==> src/rtl/sync_fifo_param.sv <==
// Parametrised single-clock FIFO with occupancy count, almost flags and sticky error flags.
// Define FIFO_FWFT_EN for first-word-fall-through reads; otherwise dout is a registered read.
module sync_fifo_param #(
  parameter int DATA_W   = 8,
  parameter int DEPTH    = 16,
  parameter int AF_LEVEL = DEPTH - 2,
  parameter int AE_LEVEL = 2
) (
  input  logic                     clk,
  input  logic                     rst,
  input  logic                     wr_en,
  input  logic                     rd_en,
  input  logic [DATA_W-1:0]        din,
  output logic [DATA_W-1:0]        dout,
  output logic                     full,
  output logic                     empty,
  output logic                     almost_full,
  output logic                     almost_empty,
  output logic [$clog2(DEPTH):0]   count,
  output logic                     overflow,
  output logic                     underflow
);

  localparam int AW = $clog2(DEPTH);
  localparam int CW = AW + 1;
  localparam logic [CW-1:0] DEPTH_C = CW'(DEPTH);
  localparam logic [CW-1:0] AF_C    = CW'(AF_LEVEL);
  localparam logic [CW-1:0] AE_C    = CW'(AE_LEVEL);

  logic [DATA_W-1:0] mem_q [DEPTH];

  logic [AW-1:0] wr_ptr_q, wr_ptr_d;
  logic [AW-1:0] rd_ptr_q, rd_ptr_d;
  logic [CW-1:0] count_q, count_d;
  logic          full_q, full_d;
  logic          empty_q, empty_d;
  logic          af_q, af_d;
  logic          ae_q, ae_d;
  logic          ovf_q, ovf_d;
  logic          udf_q, udf_d;
  logic          wr_acc, rd_acc;

  // Acceptance uses the registered flags, so a full FIFO favours the read and an empty one the write.
  always_comb begin
    wr_acc   = wr_en && !full_q;
    rd_acc   = rd_en && !empty_q;
    wr_ptr_d = wr_acc ? wr_ptr_q + AW'(1) : wr_ptr_q;
    rd_ptr_d = rd_acc ? rd_ptr_q + AW'(1) : rd_ptr_q;
    count_d  = count_q;
    case ({wr_acc, rd_acc})
      2'b10:   count_d = count_q + CW'(1);
      2'b01:   count_d = count_q - CW'(1);
      default: count_d = count_q;
    endcase
    full_d  = (count_d == DEPTH_C);
    empty_d = (count_d == '0);
    af_d    = (count_d >= AF_C);
    ae_d    = (count_d <= AE_C);
    ovf_d   = ovf_q | (wr_en && full_q);
    udf_d   = udf_q | (rd_en && empty_q);
  end

  always_ff @(posedge clk) begin
    if (rst) begin
      wr_ptr_q <= '0;
      rd_ptr_q <= '0;
      count_q  <= '0;
      full_q   <= 1'b0;
      empty_q  <= 1'b1;
      af_q     <= 1'b0;
      ae_q     <= 1'b1;
      ovf_q    <= 1'b0;
      udf_q    <= 1'b0;
    end else begin
      wr_ptr_q <= wr_ptr_d;
      rd_ptr_q <= rd_ptr_d;
      count_q  <= count_d;
      full_q   <= full_d;
      empty_q  <= empty_d;
      af_q     <= af_d;
      ae_q     <= ae_d;
      ovf_q    <= ovf_d;
      udf_q    <= udf_d;
    end
  end

  always_ff @(posedge clk) begin
    if (!rst && wr_acc) begin
      mem_q[wr_ptr_q] <= din;
    end
  end

`ifdef FIFO_FWFT_EN
  // Head word is presented straight from storage; all selecting state is registered.
  always_comb begin
    dout = empty_q ? '0 : mem_q[rd_ptr_q];
  end
`else
  logic [DATA_W-1:0] dout_q, dout_d;

  always_comb begin
    dout_d = rd_acc ? mem_q[rd_ptr_q] : dout_q;
  end

  always_ff @(posedge clk) begin
    if (rst) begin
      dout_q <= '0;
    end else begin
      dout_q <= dout_d;
    end
  end

  assign dout = dout_q;
`endif

  assign full         = full_q;
  assign empty        = empty_q;
  assign almost_full  = af_q;
  assign almost_empty = ae_q;
  assign count        = count_q;
  assign overflow     = ovf_q;
  assign underflow    = udf_q;

endmodule
==> config.mk <==
export PLATFORM = sky130hd
export DESIGN_NAME = sync_fifo_param
export DESIGN_NICKNAME = d
export VERILOG_FILES = /design/src/rtl/sync_fifo_param.sv
export SDC_FILE = /design/constraint.sdc
export NUM_CORES = 1
export LEC_CHECK = 0
export CAP_MARGIN = 20
export CORE_UTILIZATION = 50
export CTS_BUF_LIST = sky130_fd_sc_hd__clkbuf_2 sky130_fd_sc_hd__clkbuf_4 sky130_fd_sc_hd__clkbuf_8
export DETAILED_ROUTE_END_ITERATION = 8
export PLACE_DENSITY_LB_ADDON = 0.05
export SYNTH_ARGS = -nofsm -noshare
export SYNTH_HDL_FRONTEND = slang
export SYNTH_SLANG_ARGS = --single-unit
==> constraint.sdc <==
create_clock -name clk -period 2.9 [get_ports clk]
set_clock_uncertainty 0.05 [all_clocks]
set_input_delay 0.58 -clock clk [delete_from_list [all_inputs] [get_ports clk]]
set_output_delay 0.58 -clock clk [all_outputs]
set_load 0.01 [all_outputs]
; ---- Word-level counts from Yosys, hierarchy flattened
; Memory sizes are Yosys's and may differ from the RTL's. A register that Yosys moved wholly into a read port is not among the register bits.
; Cells that the tools add are included.
[word_totals]
register_bits = 19
mem_bits_rw = 128
input_bits = 12
out_inout_bits = 19
wordCells = 33
mem_count = 1
[memory_table]
columns = memory, words, word_bits, read_ports, rd_ports_with_merged_regs, wr, line_no
row1 = mem_q, 16, 8, 1, 1, 1, 30  ; logic [DATA_W-1:0] mem_q [DEPTH];
[classes]
add_sub_neg = 4
order_cmp = 2
eq_ne = 3
n_mux = 3
bitwise = 2
reduce_logical = 9
[ops]
columns = operator, n
row1 = one-hot mux 5 bit (2 select lines), 1
row2 = adder 4 x 1 -> 4 bit (second input constant), 2
row3 = adder 5 x 1 -> 5 bit (second input constant), 1
row4 = == test 5 bit (second input constant), 1
row5 = >= comparator 5 x 4 -> 1 bit (second input constant), 1
row6 = less-or-equal comparator 5 x 2 -> 1 bit (second input constant), 1
row7 = logical AND 1 bit, 5
row8 = logical NOT 5 bit, 1
row9 = subtractor 5 x 1 -> 5 bit (second input constant), 1
row10 = logical NOT 1 bit, 3
row11 = == test 2 x 1 -> 1 bit (second input constant), 1
row12 = == test 2 bit (second input constant), 1
row13 = two-way mux 1 bit, 2
row14 = bitwise OR 1 bit, 2

; ---- Logic depth before layout (Yosys ltp)
[logic_depth]
ltp_word = 5
mapped_depth = 11

; ---- Worst setup path before layout
; No wires, ideal clock.
[synth_timing]
path_kind = input to register
startpoint = in wr_en
endpoint = reg empty_q (netlist: empty)
setup_time_ps = 116
arrival_time_ps = 2293
slack_ps = 441
stages = 11
n_path_buf = 1
cell_sequence = nor2b_1 -> buf_6 -> clkinv_2 -> nand2_1 -> xnor2_1 -> ha_1 -> a21oi_1 -> a21boi_2 -> o21ba_1 -> or3_1 -> a41o_1
[synth_via]
elab_chain_len = 4
[synth_rtl]
columns = element, line_no
row1 = from (decl), 11  ; input logic wr_en,
row2 = logical AND 1 bit (*), 45  ; wr_acc = wr_en && !full_q;
row3 = == test 2 x 1 -> 1 bit or == test 2 bit (tied branches), 50  ; case ({wr_acc, rd_acc})
row4 = one-hot mux 5 bit (2 select lines) (*), 50
row5 = logical NOT 5 bit (*), 56  ; empty_d = (count_d == '0);
row6 = to (signal assigned), 79  ; empty_q <= empty_d;
row7 = to (decl), 36  ; logic empty_q, empty_d;
; Every way passes the cells marked *; elsewhere a longest branch is shown, timed or not.
; A chain may end at the register's enable or synchronous reset.

; ---- Worst setup path in the final report
; Same ends and word-level chain as after synthesis.

==> results.sh <==
export IMPL_status="completed"
export IMPL_ctsResizeCount=0
export IMPL_synthesis_area_per_instance_sq_um=17.3
export IMPL_number_of_synthesized_flops_with_an_enable_pin=128
export IMPL_critPathTopFamily="compound AO/OA/AOI/OAI gates"
export IMPL_worst_pin_slew_ps=825
export IMPL_initial_utilization_pct=51.8
export IMPL_worstSkewPairLatency_ps=450
export IMPL_detail_route_wl_per_cell_um=20.4
export IMPL_clockBufferDepth=2
export IMPL_mostFrequentLayoutCells="sky130_fd_sc_hd__edfxtp_1 (128), sky130_fd_sc_hd__nor2_1 (36), sky130_fd_sc_hd__clkdlybuf4s50_1 (30), sky130_fd_sc_hd__buf_4 (30), sky130_fd_sc_hd__dfxtp_1 (26)"
export IMPL_synth_warning_count=0
export IMPL_chip_height_um=114
export IMPL_maxCapViolations=0
export IMPL_worstHoldPathType="flip-flop to flip-flop"
export IMPL_crit_path_cell_trace="clkdlybuf4s50_1 -> nor2b_1 -> clkinv_2 -> nand2_1 -> xnor2_1 -> ha_1 -> a21oi_1 -> a21boi_2 -> o21ba_1 -> or3_1 -> a41o_1"
export IMPL_detail_route_first_pass_iterations=5
export IMPL_timing_worst_setup_path_type="input port to flip-flop"
export IMPL_critPathLaunch="wr_en"
export IMPL_clk_pin_slew_ps=80
export IMPL_ys_flop_type="sky130_fd_sc_hd__edfxtp_1"
export IMPL_irDropWorstVdd_mv=0.331
export IMPL_post_cts_hold_buffer_count=0
export IMPL_worst_endpoint_required_ps=3200
export IMPL_cts_tree="built"
export IMPL_netlist_top_cells_area="sky130_fd_sc_hd__edfxtp_1 (61%), sky130_fd_sc_hd__dfxtp_1 (8.6%), sky130_fd_sc_hd__mux4_1 (6.7%), sky130_fd_sc_hd__mux4_2 (5.7%), sky130_fd_sc_hd__nor2_1 (2.2%)"
export IMPL_worstSetupStartpointType="input port"
export IMPL_routed_wirelength_um=12200
export IMPL_vias_per_cell=5.60
export IMPL_final_layout_size_suffix_gt1_share_pct=20.8
export IMPL_chip_width_um=114
export IMPL_achievable_frequency_ghz=0.392
export IMPL_synth_async_reset_ratio_pct=0
export IMPL_worstPathMaxFanout=4
export IMPL_numCtsBuffers=17
export IMPL_power_per_cell_area_nw_per_um2=713
export IMPL_root_buffer="sky130_fd_sc_hd__clkbuf_8"
export IMPL_report_final_setup_viol=0
export IMPL_syn_nets=381
export IMPL_rel_slew_slack_pct=44.9
export IMPL_drtAntennaViolNets=0
export IMPL_dr_total_vias=3366
export IMPL_mostFrequentLayoutCell="sky130_fd_sc_hd__edfxtp_1"
export IMPL_synthDominantAreaCellType="sky130_fd_sc_hd__edfxtp_1"
export IMPL_cts_sinks=155
export IMPL_slew_violations=0
export IMPL_grt_pass1_vias=3384
export IMPL_synthToLayoutAreaGrowth_pct=16.6
export IMPL_synth_cell_area_sq_um=6270
export IMPL_yosys_area_top_type_share_pct=61.3
export IMPL_grt_util_all_layers_pct=20.9
export IMPL_totalPowerFinal_w=0.00521
export IMPL_cts_htree_levels=4
export IMPL_floorplan_die_area_sq_um=13000
export IMPL_num_io_pins=31
export IMPL_design_core_area_sq_um=12100
export IMPL_replace_congestion=0.777
export IMPL_largest_net_degree_at_the_start_of_global_routing=36
export IMPL_synth_cells=362
export IMPL_critical_path_max_stage_delay_ps=470
export IMPL_rows=40
export IMPL_gr_total_overflow=0
export IMPL_crit_slowest_cell="sky130_fd_sc_hd__clkdlybuf4s50_1"
export IMPL_hold_ws_ps=430
export IMPL_r2r_worst_path_cells=10
export IMPL_arrival_ps=2850
export IMPL_reg2reg_setup_slack_ps=630
export IMPL_period_needed_ps=2550
export IMPL_postSynthRegisterBits=155
export IMPL_cts_post_setup_buffers_inserted=0
export IMPL_grt_pass1_wl_um=19000
export IMPL_critPathCapture="empty"
export IMPL_r2r_startpoint="full"
export IMPL_r2r_end="empty"
export IMPL_critical_path_n_buffers_inverters=2
export IMPL_hold_violations=0
export IMPL_port_buffers=30
export IMPL_hpwl_um=7820
export IMPL_antenna_cells=0
export IMPL_initial_antenna_violation_count=0
export IMPL_iter_0_drt_violations=218
export IMPL_detail_route_drc_violations=0
export IMPL_p_leak_nw=2.44
export IMPL_nFillCells=936
export IMPL_unrepaired_setup_endpoints_after_global_routing="false"
export IMPL_finalCritPeriodShare_pct=88.0
export IMPL_synth_sequential_area_ratio_pct=69.9
export IMPL_worst_path_stages=11
export IMPL_setup_worst_path_end_class="flip-flop"
export IMPL_final_net_count=439
export IMPL_synth_lib_cells_used_distinct=45
## worst min path at each step
stage | cells after the start | slack, ps | end | start
after floorplan | 2 | 430 | wr_ptr_q[1] | wr_ptr_q[1]
after global placement | 2 | 410 | overflow | overflow
after detailed placement | 2 | 420 | overflow | overflow
after CTS | 2 | 440 | overflow | overflow
after global routing | 2 | 480 | underflow | underflow
final | 2 | 430 | overflow | overflow
## cell usage after synthesis, types with 2 or more instances
| cell | n |
|---|---|
| sky130_fd_sc_hd__clkbuf_1 | 4 |
| sky130_fd_sc_hd__a21oi_1 | 21 |
| sky130_fd_sc_hd__mux4_2 | 16 |
| sky130_fd_sc_hd__buf_1 | 4 |
| sky130_fd_sc_hd__inv_1 | 3 |
| sky130_fd_sc_hd__dfxtp_1 | 27 |
| sky130_fd_sc_hd__nor2_1 | 36 |
| sky130_fd_sc_hd__clkinv_2 | 2 |
| sky130_fd_sc_hd__nand2_1 | 15 |
| sky130_fd_sc_hd__nand4_1 | 3 |
| sky130_fd_sc_hd__a41o_1 | 2 |
| sky130_fd_sc_hd__o31ai_1 | 2 |
| sky130_fd_sc_hd__a21o_1 | 2 |
| sky130_fd_sc_hd__buf_6 | 3 |
| sky130_fd_sc_hd__a22oi_1 | 16 |
| sky130_fd_sc_hd__mux4_1 | 16 |
| sky130_fd_sc_hd__buf_2 | 8 |
| sky130_fd_sc_hd__xor2_1 | 5 |
| sky130_fd_sc_hd__ha_1 | 7 |
| sky130_fd_sc_hd__xnor2_1 | 4 |
| sky130_fd_sc_hd__nor3_1 | 6 |
| sky130_fd_sc_hd__edfxtp_1 | 128 |
| sky130_fd_sc_hd__nor2b_1 | 4 |
| sky130_fd_sc_hd__buf_8 | 2 |
| sky130_fd_sc_hd__nor4b_2 | 2 |
| sky130_fd_sc_hd__xnor2_2 | 2 |
| sky130_fd_sc_hd__nand2b_1 | 4 |
## tightest hold or removal path: stages, from the launching register on
cell	delay, ps
sky130_fd_sc_hd__dfxtp_1	330
sky130_fd_sc_hd__a21oi_1	50
sky130_fd_sc_hd__nor2_1	70
## where the power goes
part / internal (W) / switching (W)
clock: 0.000965 / 0.000737
combinational: 0.000489 / 0.000417
sequential: 0.00250 / 0.000109
## flip-flops by register name, summed over array words and instances, names as in the netlist
name / cells
mem_q: 128
dout: 8
count: 5
rd_ptr_q: 4
wr_ptr_q: 4
almost_empty: 1
almost_full: 1
empty: 1
full: 1
overflow: 1
underflow: 1
## per-stage QoR
step	cell area [sq um]	setup TNS [ps]	utilization [%]	worst slack [ps]	std cells
finish	7310	0	60.4	349	601
global route	7310	0	60.4	188	601
CTS	7310	0	60.4	378	601
detailed placement	6880	-231	56.8	-95.5	569
global placement	6880	-76.8	56.8	-47.5	569
floorplan	6270	0	-	441	362
## cells by family (layout without fill, tap and decap cells)
family | count (synthesis) | after routing | synth area share, %
AND/OR/NAND/NOR | 77 | 77 | 5.91
XOR/XNOR | 11 | 11 | 1.78
buffers and inverters | 28 | 99 | 2.91
adder cells (fa/ha/maj) | 7 | 7 | 1.40
multiplexers | 32 | 32 | 12.5
AO/OA/AOI/OAI | 52 | 52 | 5.61
flip-flops | 155 | 155 | 69.9
## cell type report
type	count	area, sq um	share of cell area [%]
Tap cell	168	210	2.88
Multi-Input combinational cell	179	1700	23.3
Inverter	5	21.3	0.291
Sequential cell	155	4390	60.0
Clock buffer	25	313	4.28
Clock inverter	7	114	1.56
Timing Repair Buffer	62	566	7.74
## routing by layer
| metal | wire length [um] | part of all wire, % | up-vias | track usage [%] |
|---|---|---|---|---|
| li1 | - | - | 1544 | - |
| met1 | 5140 | 42 | 1708 | 25.7 |
| met2 | 6300 | 52 | 94 | 34.9 |
| met3 | 545 | 4.5 | 20 | 5.42 |
| met4 | 250 | 2.0 | 0 | 9.70 |
| met5 | 0 | 0 | - | 0 |
Power figures use the tool's default switching activity.
